<file path="src/rtl/flight_cmd_pkg.sv">
// Shared opcode constants and scheduler state type for the flight command path.
package flight_cmd_pkg;

  localparam logic [7:0] SET_PITCH = 8'h02;
  localparam logic [7:0] SET_ROLL  = 8'h03;
  localparam logic [7:0] SET_YAW   = 8'h04;
  localparam logic [7:0] SET_THRST = 8'h05;
  localparam logic [7:0] CALIBRATE = 8'h06;
  localparam logic [7:0] EMER_LAND = 8'h07;
  localparam logic [7:0] MTRS_OFF  = 8'h08;

  localparam logic [7:0] RESP_ACK  = 8'hA5;

  typedef enum logic [1:0] {
    IDLE      = 2'd0,
    BUSY      = 2'd1,
    WAIT_RESP = 2'd2
  } sched_state_t;

endpackage

</file>
<file path="src/rtl/cmd_fifo.sv">
// Small synchronous FIFO holding {opcode, data} entries; flush beats push and pop.
module cmd_fifo #(
  parameter int DEPTH = 4,
  parameter int WIDTH = 24
) (
  input  logic             clk,
  input  logic             rst_n,
  input  logic             push,
  input  logic             pop,
  input  logic             flush,
  input  logic [WIDTH-1:0] din,
  output logic [WIDTH-1:0] dout,
  output logic             full,
  output logic             empty
);

  localparam int AW = $clog2(DEPTH);
  localparam logic [AW:0] FULL_CNT = (AW+1)'(DEPTH);

  logic [AW-1:0]  wr_ptr_q, wr_ptr_d;
  logic [AW-1:0]  rd_ptr_q, rd_ptr_d;
  logic [AW:0]    count_q, count_d;
  logic [WIDTH-1:0] mem_q [DEPTH];
  logic [WIDTH-1:0] mem_d [DEPTH];
  logic           do_push, do_pop;

  assign full  = (count_q == FULL_CNT);
  assign empty = (count_q == '0);
  assign dout  = mem_q[rd_ptr_q];

  // Next-state for storage, pointers and occupancy count.
  always_comb begin
    mem_d    = mem_q;
    wr_ptr_d = wr_ptr_q;
    rd_ptr_d = rd_ptr_q;
    count_d  = count_q;
    do_push  = push && !full && !flush;
    do_pop   = pop && !empty && !flush;
    if (flush) begin
      wr_ptr_d = '0;
      rd_ptr_d = '0;
      count_d  = '0;
    end else begin
      if (do_push) begin
        mem_d[wr_ptr_q] = din;
        wr_ptr_d        = wr_ptr_q + 1'b1;
      end
      if (do_pop) begin
        rd_ptr_d = rd_ptr_q + 1'b1;
      end
      case ({do_push, do_pop})
        2'b10:   count_d = count_q + 1'b1;
        2'b01:   count_d = count_q - 1'b1;
        default: count_d = count_q;
      endcase
    end
  end

  // FIFO state registers.
  always_ff @(posedge clk or negedge rst_n) begin
    if (!rst_n) begin
      wr_ptr_q <= '0;
      rd_ptr_q <= '0;
      count_q  <= '0;
      for (int i = 0; i < DEPTH; i++) begin
        mem_q[i] <= '0;
      end
    end else begin
      wr_ptr_q <= wr_ptr_d;
      rd_ptr_q <= rd_ptr_d;
      count_q  <= count_d;
      mem_q    <= mem_d;
    end
  end

endmodule

</file>
<file path="src/rtl/cmd_sched.sv">
// Command scheduler: queues remote commands, issues them one at a time to
// cmd_cfg, forwards responses, and injects EMER_LAND on link loss.
module cmd_sched
  import flight_cmd_pkg::*;
#(
  parameter int DEPTH    = 4,
  parameter bit FAST_SIM = 1'b1
) (
  input  logic        clk,
  input  logic        rst_n,
  input  logic        in_vld,
  input  logic [7:0]  in_cmd,
  input  logic [15:0] in_data,
  output logic        in_full,
  output logic        ovf,
  output logic        cmd_rdy,
  output logic [7:0]  cmd,
  output logic [15:0] data,
  input  logic        clr_cmd_rdy,
  input  logic        send_resp,
  input  logic [7:0]  resp,
  output logic        resp_vld,
  output logic [7:0]  resp_out,
  input  logic        motors_off,
  output logic        failsafe
);

  localparam int WD_W = FAST_SIM ? 9 : 26;

  sched_state_t state_q, state_d;
  logic        cmd_rdy_q, cmd_rdy_d;
  logic [7:0]  cmd_q, cmd_d;
  logic [15:0] data_q, data_d;
  logic        resp_vld_q, resp_vld_d;
  logic [7:0]  resp_out_q, resp_out_d;
  logic        ovf_q, ovf_d;
  logic        failsafe_q, failsafe_d;
  logic        fs_pend_q, fs_pend_d;
  logic        int_cmd_q, int_cmd_d;
  logic        resp_seen_q, resp_seen_d;
  logic [7:0]  resp_hold_q, resp_hold_d;
  logic [WD_W-1:0] wdog_q, wdog_d;

  logic        fifo_push, fifo_pop, fifo_flush, fifo_full, fifo_empty;
  logic [23:0] fifo_dout;
  logic        inject, push_ok;

  assign fifo_push = in_vld && !fifo_full;
  assign in_full   = fifo_full;
  assign ovf       = ovf_q;
  assign cmd_rdy   = cmd_rdy_q;
  assign cmd       = cmd_q;
  assign data      = data_q;
  assign resp_vld  = resp_vld_q;
  assign resp_out  = resp_out_q;
  assign failsafe  = failsafe_q;

  cmd_fifo #(.DEPTH(DEPTH), .WIDTH(24)) u_fifo (
    .clk   (clk),
    .rst_n (rst_n),
    .push  (fifo_push),
    .pop   (fifo_pop),
    .flush (fifo_flush),
    .din   ({in_cmd, in_data}),
    .dout  (fifo_dout),
    .full  (fifo_full),
    .empty (fifo_empty)
  );

  // Issue FSM: failsafe injection wins at IDLE, then FIFO head; handshake in BUSY/WAIT_RESP.
  always_comb begin
    state_d     = state_q;
    cmd_rdy_d   = cmd_rdy_q;
    cmd_d       = cmd_q;
    data_d      = data_q;
    resp_vld_d  = 1'b0;
    resp_out_d  = resp_out_q;
    int_cmd_d   = int_cmd_q;
    resp_seen_d = resp_seen_q;
    resp_hold_d = resp_hold_q;
    fifo_pop    = 1'b0;
    fifo_flush  = 1'b0;
    inject      = 1'b0;
    case (state_q)
      IDLE: begin
        if (fs_pend_q) begin
          inject      = 1'b1;
          fifo_flush  = 1'b1;
          cmd_d       = EMER_LAND;
          data_d      = '0;
          cmd_rdy_d   = 1'b1;
          int_cmd_d   = 1'b1;
          resp_seen_d = 1'b0;
          state_d     = BUSY;
        end else if (!fifo_empty) begin
          fifo_pop        = 1'b1;
          {cmd_d, data_d} = fifo_dout;
          cmd_rdy_d       = 1'b1;
          int_cmd_d       = 1'b0;
          resp_seen_d     = 1'b0;
          state_d         = BUSY;
        end
      end
      BUSY: begin
        if (clr_cmd_rdy) begin
          cmd_rdy_d = 1'b0;
          if (send_resp || resp_seen_q) begin
            if (!int_cmd_q) begin
              resp_vld_d = 1'b1;
              resp_out_d = send_resp ? resp : resp_hold_q;
            end
            resp_seen_d = 1'b0;
            state_d     = IDLE;
          end else begin
            state_d = WAIT_RESP;
          end
        end else if (send_resp) begin
          resp_seen_d = 1'b1;
          resp_hold_d = resp;
        end
      end
      WAIT_RESP: begin
        if (send_resp) begin
          if (!int_cmd_q) begin
            resp_vld_d = 1'b1;
            resp_out_d = resp;
          end
          state_d = IDLE;
        end
      end
      default: state_d = IDLE;
    endcase
  end

  // Link watchdog, failsafe flag and overflow tracking.
  always_comb begin
    push_ok    = fifo_push && !inject;
    wdog_d     = wdog_q;
    fs_pend_d  = fs_pend_q;
    failsafe_d = failsafe_q;
    ovf_d      = ovf_q;
    if (push_ok || motors_off) begin
      wdog_d = '0;
    end else if (!(&wdog_q)) begin
      wdog_d = wdog_q + 1'b1;
    end
    if (inject) begin
      fs_pend_d = 1'b0;
    end else if ((&wdog_q) && !failsafe_q) begin
      fs_pend_d = 1'b1;
    end
    if (inject) begin
      failsafe_d = 1'b1;
    end else if (push_ok) begin
      failsafe_d = 1'b0;
    end
    if (in_vld && fifo_full) begin
      ovf_d = 1'b1;
    end
  end

  // Scheduler state registers.
  always_ff @(posedge clk or negedge rst_n) begin
    if (!rst_n) begin
      state_q     <= IDLE;
      cmd_rdy_q   <= 1'b0;
      cmd_q       <= '0;
      data_q      <= '0;
      resp_vld_q  <= 1'b0;
      resp_out_q  <= '0;
      ovf_q       <= 1'b0;
      failsafe_q  <= 1'b0;
      fs_pend_q   <= 1'b0;
      int_cmd_q   <= 1'b0;
      resp_seen_q <= 1'b0;
      resp_hold_q <= '0;
      wdog_q      <= '0;
    end else begin
      state_q     <= state_d;
      cmd_rdy_q   <= cmd_rdy_d;
      cmd_q       <= cmd_d;
      data_q      <= data_d;
      resp_vld_q  <= resp_vld_d;
      resp_out_q  <= resp_out_d;
      ovf_q       <= ovf_d;
      failsafe_q  <= failsafe_d;
      fs_pend_q   <= fs_pend_d;
      int_cmd_q   <= int_cmd_d;
      resp_seen_q <= resp_seen_d;
      resp_hold_q <= resp_hold_d;
      wdog_q      <= wdog_d;
    end
  end

endmodule
</file>
<file path="config.mk">
export PLATFORM = sky130hd
export DESIGN_NAME = cmd_sched
export DESIGN_NICKNAME = d
export VERILOG_FILES = /design/src/rtl/flight_cmd_pkg.sv /design/src/rtl/cmd_fifo.sv /design/src/rtl/cmd_sched.sv
export SDC_FILE = /design/constraint.sdc
export NUM_CORES = 1
export LEC_CHECK = 0
export CORE_MARGIN = 5
export CORE_UTILIZATION = 51
export CTS_CLUSTER_SIZE = 24
export DETAILED_ROUTE_END_ITERATION = 10
export PLACE_DENSITY = 0.76
export SLEW_MARGIN = 20
export SYNTH_ARGS = -nofsm -noshare
export SYNTH_HDL_FRONTEND = slang
export SYNTH_SLANG_ARGS = --single-unit
</file>
<file path="constraint.sdc">
create_clock -name clk -period 2.3 [get_ports clk]
set_input_delay 0.46 -clock clk [delete_from_list [all_inputs] [get_ports clk]]
set_output_delay 0.46 -clock clk [all_outputs]
set_load 0.01 [all_outputs]
</file>
* Word level (Yosys, flattened, before mapping)
Cells that the tools add are included.
** Storage, ports and cells
- Flip-flop bits (word level) :: 161
- Input bits :: 38
- Output and inout bits :: 37
- Word-level logic and storage cells :: 135
** Operators by class
- Add/sub/neg operators :: 5
- Magnitude comparators :: 3
- Eq/ne operators :: 15
- Mux-type cells :: 56
- Bitwise gates (word level) :: 4
- Reductions and logical operators :: 32
** Operators by type and width (count)
- bitwise mux 96 bit :: 1
- two-way mux 24 bit :: 3
- two-way mux 8 bit :: 8
- binary-select mux 24 bit (select 2 bit) :: 1
- demux 24 bit (select 2 bit) :: 1
- two-way mux 16 bit :: 2
- two-way mux 1 bit :: 22
- two-way mux 2 bit :: 9
- two-way mux 9 bit :: 2
- one-hot mux 8 bit (2 select lines) :: 1
- != test 2 bit, second input constant :: 7
- nonzero test 2 bit :: 6
- adder 9 x 1 -> 9 bit, second input constant :: 1
- logical AND 1 bit :: 9
- != test 3 bit, second input constant :: 3
- AND reduction 9 bit :: 1
- >= comparator 3 bit, second input constant :: 2
- inverter 2 -> 3 bit :: 2
- one-hot mux 1 bit (2 select lines) :: 3
- one-hot mux 2 bit (3 select lines) :: 1
- one-hot mux 3 bit (2 select lines) :: 1
- AND reduction 2 bit :: 3
- AND reduction 3 bit :: 2
- AND reduction 6 bit :: 1
- 15 further kinds :: 23

* Longest topological paths before layout
Gate-level depths: netlist of the first run.
- Depth after elaboration :: 9
- Gate-level depth with buffers :: 10
- Mapped depth without buffers :: 9

* Cells and area by module
A second synthesis of the first run with hierarchy kept.
** Second synthesis, totals
- Cell total of the unflattened synthesis :: 498
- Area total of the unflattened synthesis :: 7307.0 um^2
** By module, submodules not included
- cmd_fifo :: instances 1, cells an instance 298, area each 4794.6 um^2, sequential area each 2577.5 um^2
- cmd_sched :: instances 1, cells an instance 200, area each 2512.4 um^2, sequential area each 1451.4 um^2

* Least setup slack after synthesis of the first run
No wires, ideal clock.
- Kind :: register to register
- Start point :: register u_fifo.count_q[0]
- End point :: register u_fifo.count_q[2]
- Library setup time :: 0.125 ns
- Arrival :: 2.174 ns
- Required time :: 2.175 ns
- Setup slack :: 0.000 ns
- Stages on the path, launching flop included :: 9
- Path buffers :: 1
- Clock period less this slack :: 2.300 ns
- Cell sequence :: dfrtp_1 > buf_2 > o41a_1 > nand2b_1 > a21oi_1 > fa_1 > nor2b_1 > a311oi_1 > a2111oi_0
** On the way
- Cells in the longest elaborated chain, start to end :: 9
- Elaborated cells on any way between the ends :: 19
- Those cells by class :: add/sub: 2; eq/ne: 3; mux: 5; reduce/logical: 9
** RTL lines
- from (decl) :: line cmd_fifo.sv:22 : logic [AW:0] count_q, count_d;
- from (signal assigned) :: line cmd_fifo.sv:71 : count_q <= count_d;
- zero test 3 bit :: line cmd_fifo.sv:28 : assign empty = (count_q == '0);
- two-way mux 1 bit :: line cmd_sched.sv:95 : end else if (!fifo_empty) begin
- two-way mux 1 bit :: line cmd_sched.sv:86 : if (fs_pend_q) begin
- two-way mux 1 bit :: line cmd_sched.sv:84 : case (state_q)
- logical AND 1 bit (2 in series) :: line cmd_fifo.sv:38 : do_pop = pop && !empty && !flush;
- == test 2 x 1 -> 1 bit / == test 2 bit (equally long branches) :: line cmd_fifo.sv:51 : case ({do_push, do_pop})
- one-hot mux 3 bit (2 select lines) :: line cmd_fifo.sv:51
- two-way mux 3 bit :: line cmd_fifo.sv:39 : if (flush) begin
Several ways; a longest one is shown, not always the timed one.
A chain may end at the register's enable or synchronous reset.

* Final worst setup path of the first run
Same ends and word-level chain as after synthesis.

==> flow_metrics.tcl, run 1 <==
set metrics [dict create \
    run_status "complete, no violations" \
    synth_edf_count 0 \
    setup.worst_path.end_class "flip-flop" \
    achievable-frequency_mhz 458 \
    tightestPinTransition_ps 685 \
    first_pass_iters 4 \
    p_per_area_nw_per_um2 1500 \
    worst_slew_margin_relative_to_its_limit_pct 54.2 \
    grt_start_max_net_pins 58 \
    finalWeightedCongestion 0.748 \
    antenna_found_initial 0 \
    crit_required_ps 2600 \
    drv_cap 0 \
    synth_ff_type "sky130_fd_sc_hd__dfrtp_1" \
    cell_type_with_the_largest_total_area_after_synthesis "sky130_fd_sc_hd__dfrtp_1" \
    finalPower_mw 13.3 \
    synthDistinctLibCells 51 \
    core.rowCount 43 \
    holdBufCountCts 0 \
    place.detailed.hpwl_mm 9.90 \
    htree_levels 4 \
    post_cts.repair.setup_buffers 0 \
    clk_root_buffer_cell "sky130_fd_sc_hd__clkbuf_16" \
    route.vias.total 4316 \
    ys_async_sr_fraction_pct 100 \
    synth-seq-cells 161 \
    r2r_end "u_fifo.count_q[2]" \
    synth_top_cells_by_area "sky130_fd_sc_hd__dfrtp_1 (56%), sky130_fd_sc_hd__mux2_2 (19%), sky130_fd_sc_hd__mux4_2 (7.5%), sky130_fd_sc_hd__a22o_1 (2.7%), sky130_fd_sc_hd__ha_1 (1.7%)" \
    share_of_post_route_cells_with_drive_strength_above_1_pct 36.9 \
    crit_path_top_delay_cell "sky130_fd_sc_hd__dfrtp_2" \
    r2r.worst_path.cells 7 \
    routed_via_density 5.66 \
    count_of_final_max_slew_check_failures 0 \
    die_area_sq_um 16700 \
    io_buffers 74 \
    fin_setup_tns_ps 0 \
    syn2layout_area_growth_pct 22.6 \
    per_cell_routed_wire_length_um 19.4 \
    syn_area_per_cell_sq_um 15.2 \
    post-route-period-util_pct 95.0 \
    route.final.wire_length_mm 14.8 \
    global_route.usage.total_pct 19.1 \
    first_iter_violations 154 \
    num-nets-final 618 \
    tritoncts.num_buffers 17 \
    final_hold_viols 0 \
    cp_slowest_stage_delay_ps 450 \
    fill_cells 1010 \
    floorplan.initialDensity_pct 52.2 \
    die_h_um 129 \
    cp-start-kind "flip-flop" \
    design.portCount 75 \
    insertion_delay_ps 420 \
    finalWorstPathRequiredPeriod_ps 2180 \
    cts.path.max_buffers 2 \
    critical_path.cell_chain "o41a_1, nand2b_1, a21oi_1, fa_1, nor2b_1, a311oi_1, a2111oi_1" \
    die_x_um 129 \
    total_leakage_power_nw 3.80 \
    synth.yosys.seq_area_share_pct 55.6 \
    worst-r2r-setup-slack_ps 120 \
    route.antenna.remaining_nets 0 \
    syn_area_sq_um 7240 \
    skew_ps 6.26 \
    clkSlewWorstSetupHoldPaths_ps 60 \
    overflow 0 \
    number_of_global_route_vias_before_repair 4785 \
    synthesis.yosys.warnings 0 \
    rsz_0062_raised_after_global_routing "no" \
    synthCells 476 \
    drt_drc_violations_left 0 \
    antenna_cells_inserted 0 \
    syn-num-nets 525 \
    wire_length_of_the_first_global_routing_pass_mm 24.6 \
    critPathKind "reg -> reg" \
    setup-violations-final 0 \
    synth_top_area_share_pct 55.6 \
    cts_tree "built" \
    min_path_type "in -> async" \
    worst_ir_drop_vdd_mv 0.831 \
    arrival_time_of_data_at_the_critical_path_endpoint_ps 2480 \
    crit-reg2reg-launch "u_fifo.count_q[0]" \
    clock_sink_count 161 \
    placeableCoreArea_sq_um 13900 \
    timing.critical_path.fanout_max 6 \
]
## worst max-delay path by stage
| stage | startpoint | endpoint | slack (ps) | cells past startpoint |
|---|---|---|---|---|
| 2_1_floorplan | u_fifo.count_q[0] | u_fifo.count_q[2] | 0.4 | 8 |
| 5_1_grt | u_fifo.count_q[0] | u_fifo.count_q[2] | 0.6 | 7 |
| 6_report | u_fifo.count_q[0] | u_fifo.count_q[2] | 120 | 7 |
| 3_5_place_dp | in_vld | u_fifo.count_q[2] | 80 | 6 |
| 4_1_cts | u_fifo.count_q[0] | in_full | 80 | 3 |
| 3_3_place_gp | in_vld | u_fifo.count_q[2] | 110 | 6 |
## layout by cell type (no fill, tap or decap), drive strengths merged, types with 5 or more instances in the layout
cell type,synthesis,routed
clkbuf,9,22
a22o,22,22
nand2,5,5
nor2b,5,5
nand4,5,5
dfrtp,161,161
inv,11,11
clkdlybuf4s50,0,72
nor2,13,13
buf,20,30
mux4,24,24
a21oi,10,10
ha,10,10
o21ai,10,10
clkinv,0,6
mux2,123,123
## worst max-delay path, delay by kind of cell, from the launching register on
| kind | cells | cell delay [ps] |
|---|---|---|
| flip-flops | 1 | 450 |
| adder cells (fa/ha/maj) | 1 | 420 |
| AND/OR/NAND/NOR | 2 | 300 |
| AO/OA/AOI/OAI | 4 | 900 |
## cells by family (layout without fill, tap and decap cells)
kind of cell / count (synthesis) / in the layout / share of synthesized area, %
flops: 161 / 161 / 55.6
mux: 150 / 150 / 27.0
simple gates: 46 / 46 / 4.34
xor+xnor: 4 / 4 / 0.484
fa+ha+maj: 11 / 11 / 2.00
buf+inv: 40 / 146 / 3.40
compound gates: 64 / 64 / 7.12
## routing by layer
| metal | global-route usage (%) | wire length (um) | vias to the layer above |
|---|---|---|---|
| li1 | - | - | 1951 |
| met1 | 23.6 | 6270 | 2251 |
| met2 | 32.4 | 7600 | 97 |
| met3 | 5.73 | 720 | 17 |
| met4 | 5.81 | 197 | 0 |
| met5 | 0 | 0 | - |
## synthesized netlist by cell type, types with 4 or more instances
library cell / count
sky130_fd_sc_hd__nor2b_1: 5
sky130_fd_sc_hd__buf_6: 11
sky130_fd_sc_hd__o21ai_0: 9
sky130_fd_sc_hd__mux4_2: 24
sky130_fd_sc_hd__a21oi_1: 10
sky130_fd_sc_hd__clkbuf_1: 9
sky130_fd_sc_hd__a22o_1: 22
sky130_fd_sc_hd__inv_1: 11
sky130_fd_sc_hd__buf_2: 8
sky130_fd_sc_hd__o22a_1: 4
sky130_fd_sc_hd__or3_1: 4
sky130_fd_sc_hd__nand4_4: 4
sky130_fd_sc_hd__mux2_2: 119
sky130_fd_sc_hd__dfrtp_1: 161
sky130_fd_sc_hd__mux2_1: 4
sky130_fd_sc_hd__ha_1: 10
sky130_fd_sc_hd__nor2_1: 13
sky130_fd_sc_hd__nand2_1: 5
## state kept, by name, summed over array words and instances (netlist names)
| signal | count |
|---|---|
| u_fifo.mem_q | 96 |
| resp_hold_q | 8 |
| resp_out | 8 |
| resp_vld | 1 |
| fs_pend_q | 1 |
| wdog_q | 9 |
| cmd_rdy | 1 |
| int_cmd_q | 1 |
| u_fifo.rd_ptr_q | 2 |
| state_q | 2 |
| data | 16 |
| cmd | 8 |
| u_fifo.wr_ptr_q | 2 |
| u_fifo.count_q | 3 |
| failsafe | 1 |
| resp_seen_q | 1 |
| ovf | 1 |
## power breakdown
group,switching [mW],internal (mW)
clock,1.09,1.68
sequential,0.737,4.21
combinational,2.28,3.28
## what timing repair did
action,in CTS,in global routing
setup endpoints to repair,1,1
hold endpoints to repair,0,0
resized for setup,3,1
## through the flow
stage	setup WS, ps	util, %	instance area [sq um]	instances	hold slack [ps]
2_1_floorplan	0.440	-	7240	476	164
3_3_place_gp	106	59.7	8290	730	468
3_5_place_dp	75.4	59.7	8290	730	477
4_1_cts	84.3	63.9	8870	762	26.8
5_1_grt	0.563	63.9	8870	762	48.7
6_report	116	63.9	8870	762	13.4
## cell type report
cell class	instances	area, sq um	share of cell area, %
inverters	11	41.3	0.465
well taps	180	225	2.54
clock buffers	22	474	5.34
repair buffers	103	1020	11.5
multi-input cells	275	2970	33.5
clock inverters	10	109	1.23
flip-flops and latches	161	4030	45.4
(Power assumes the default switching activity.)
==> inputs of run 2 (changes only) <==
--- a/config.mk
+++ b/config.mk
@@ -5,6 +5,7 @@
 export SDC_FILE = /design/constraint.sdc
 export NUM_CORES = 1
 export LEC_CHECK = 0
+export CAP_MARGIN = 20
 export CORE_MARGIN = 5
 export CORE_UTILIZATION = 51
 export CTS_CLUSTER_SIZE = 24
==> results of run 2 <==
Same layout as run 1: the final DEF is identical, and so are final timing and power.
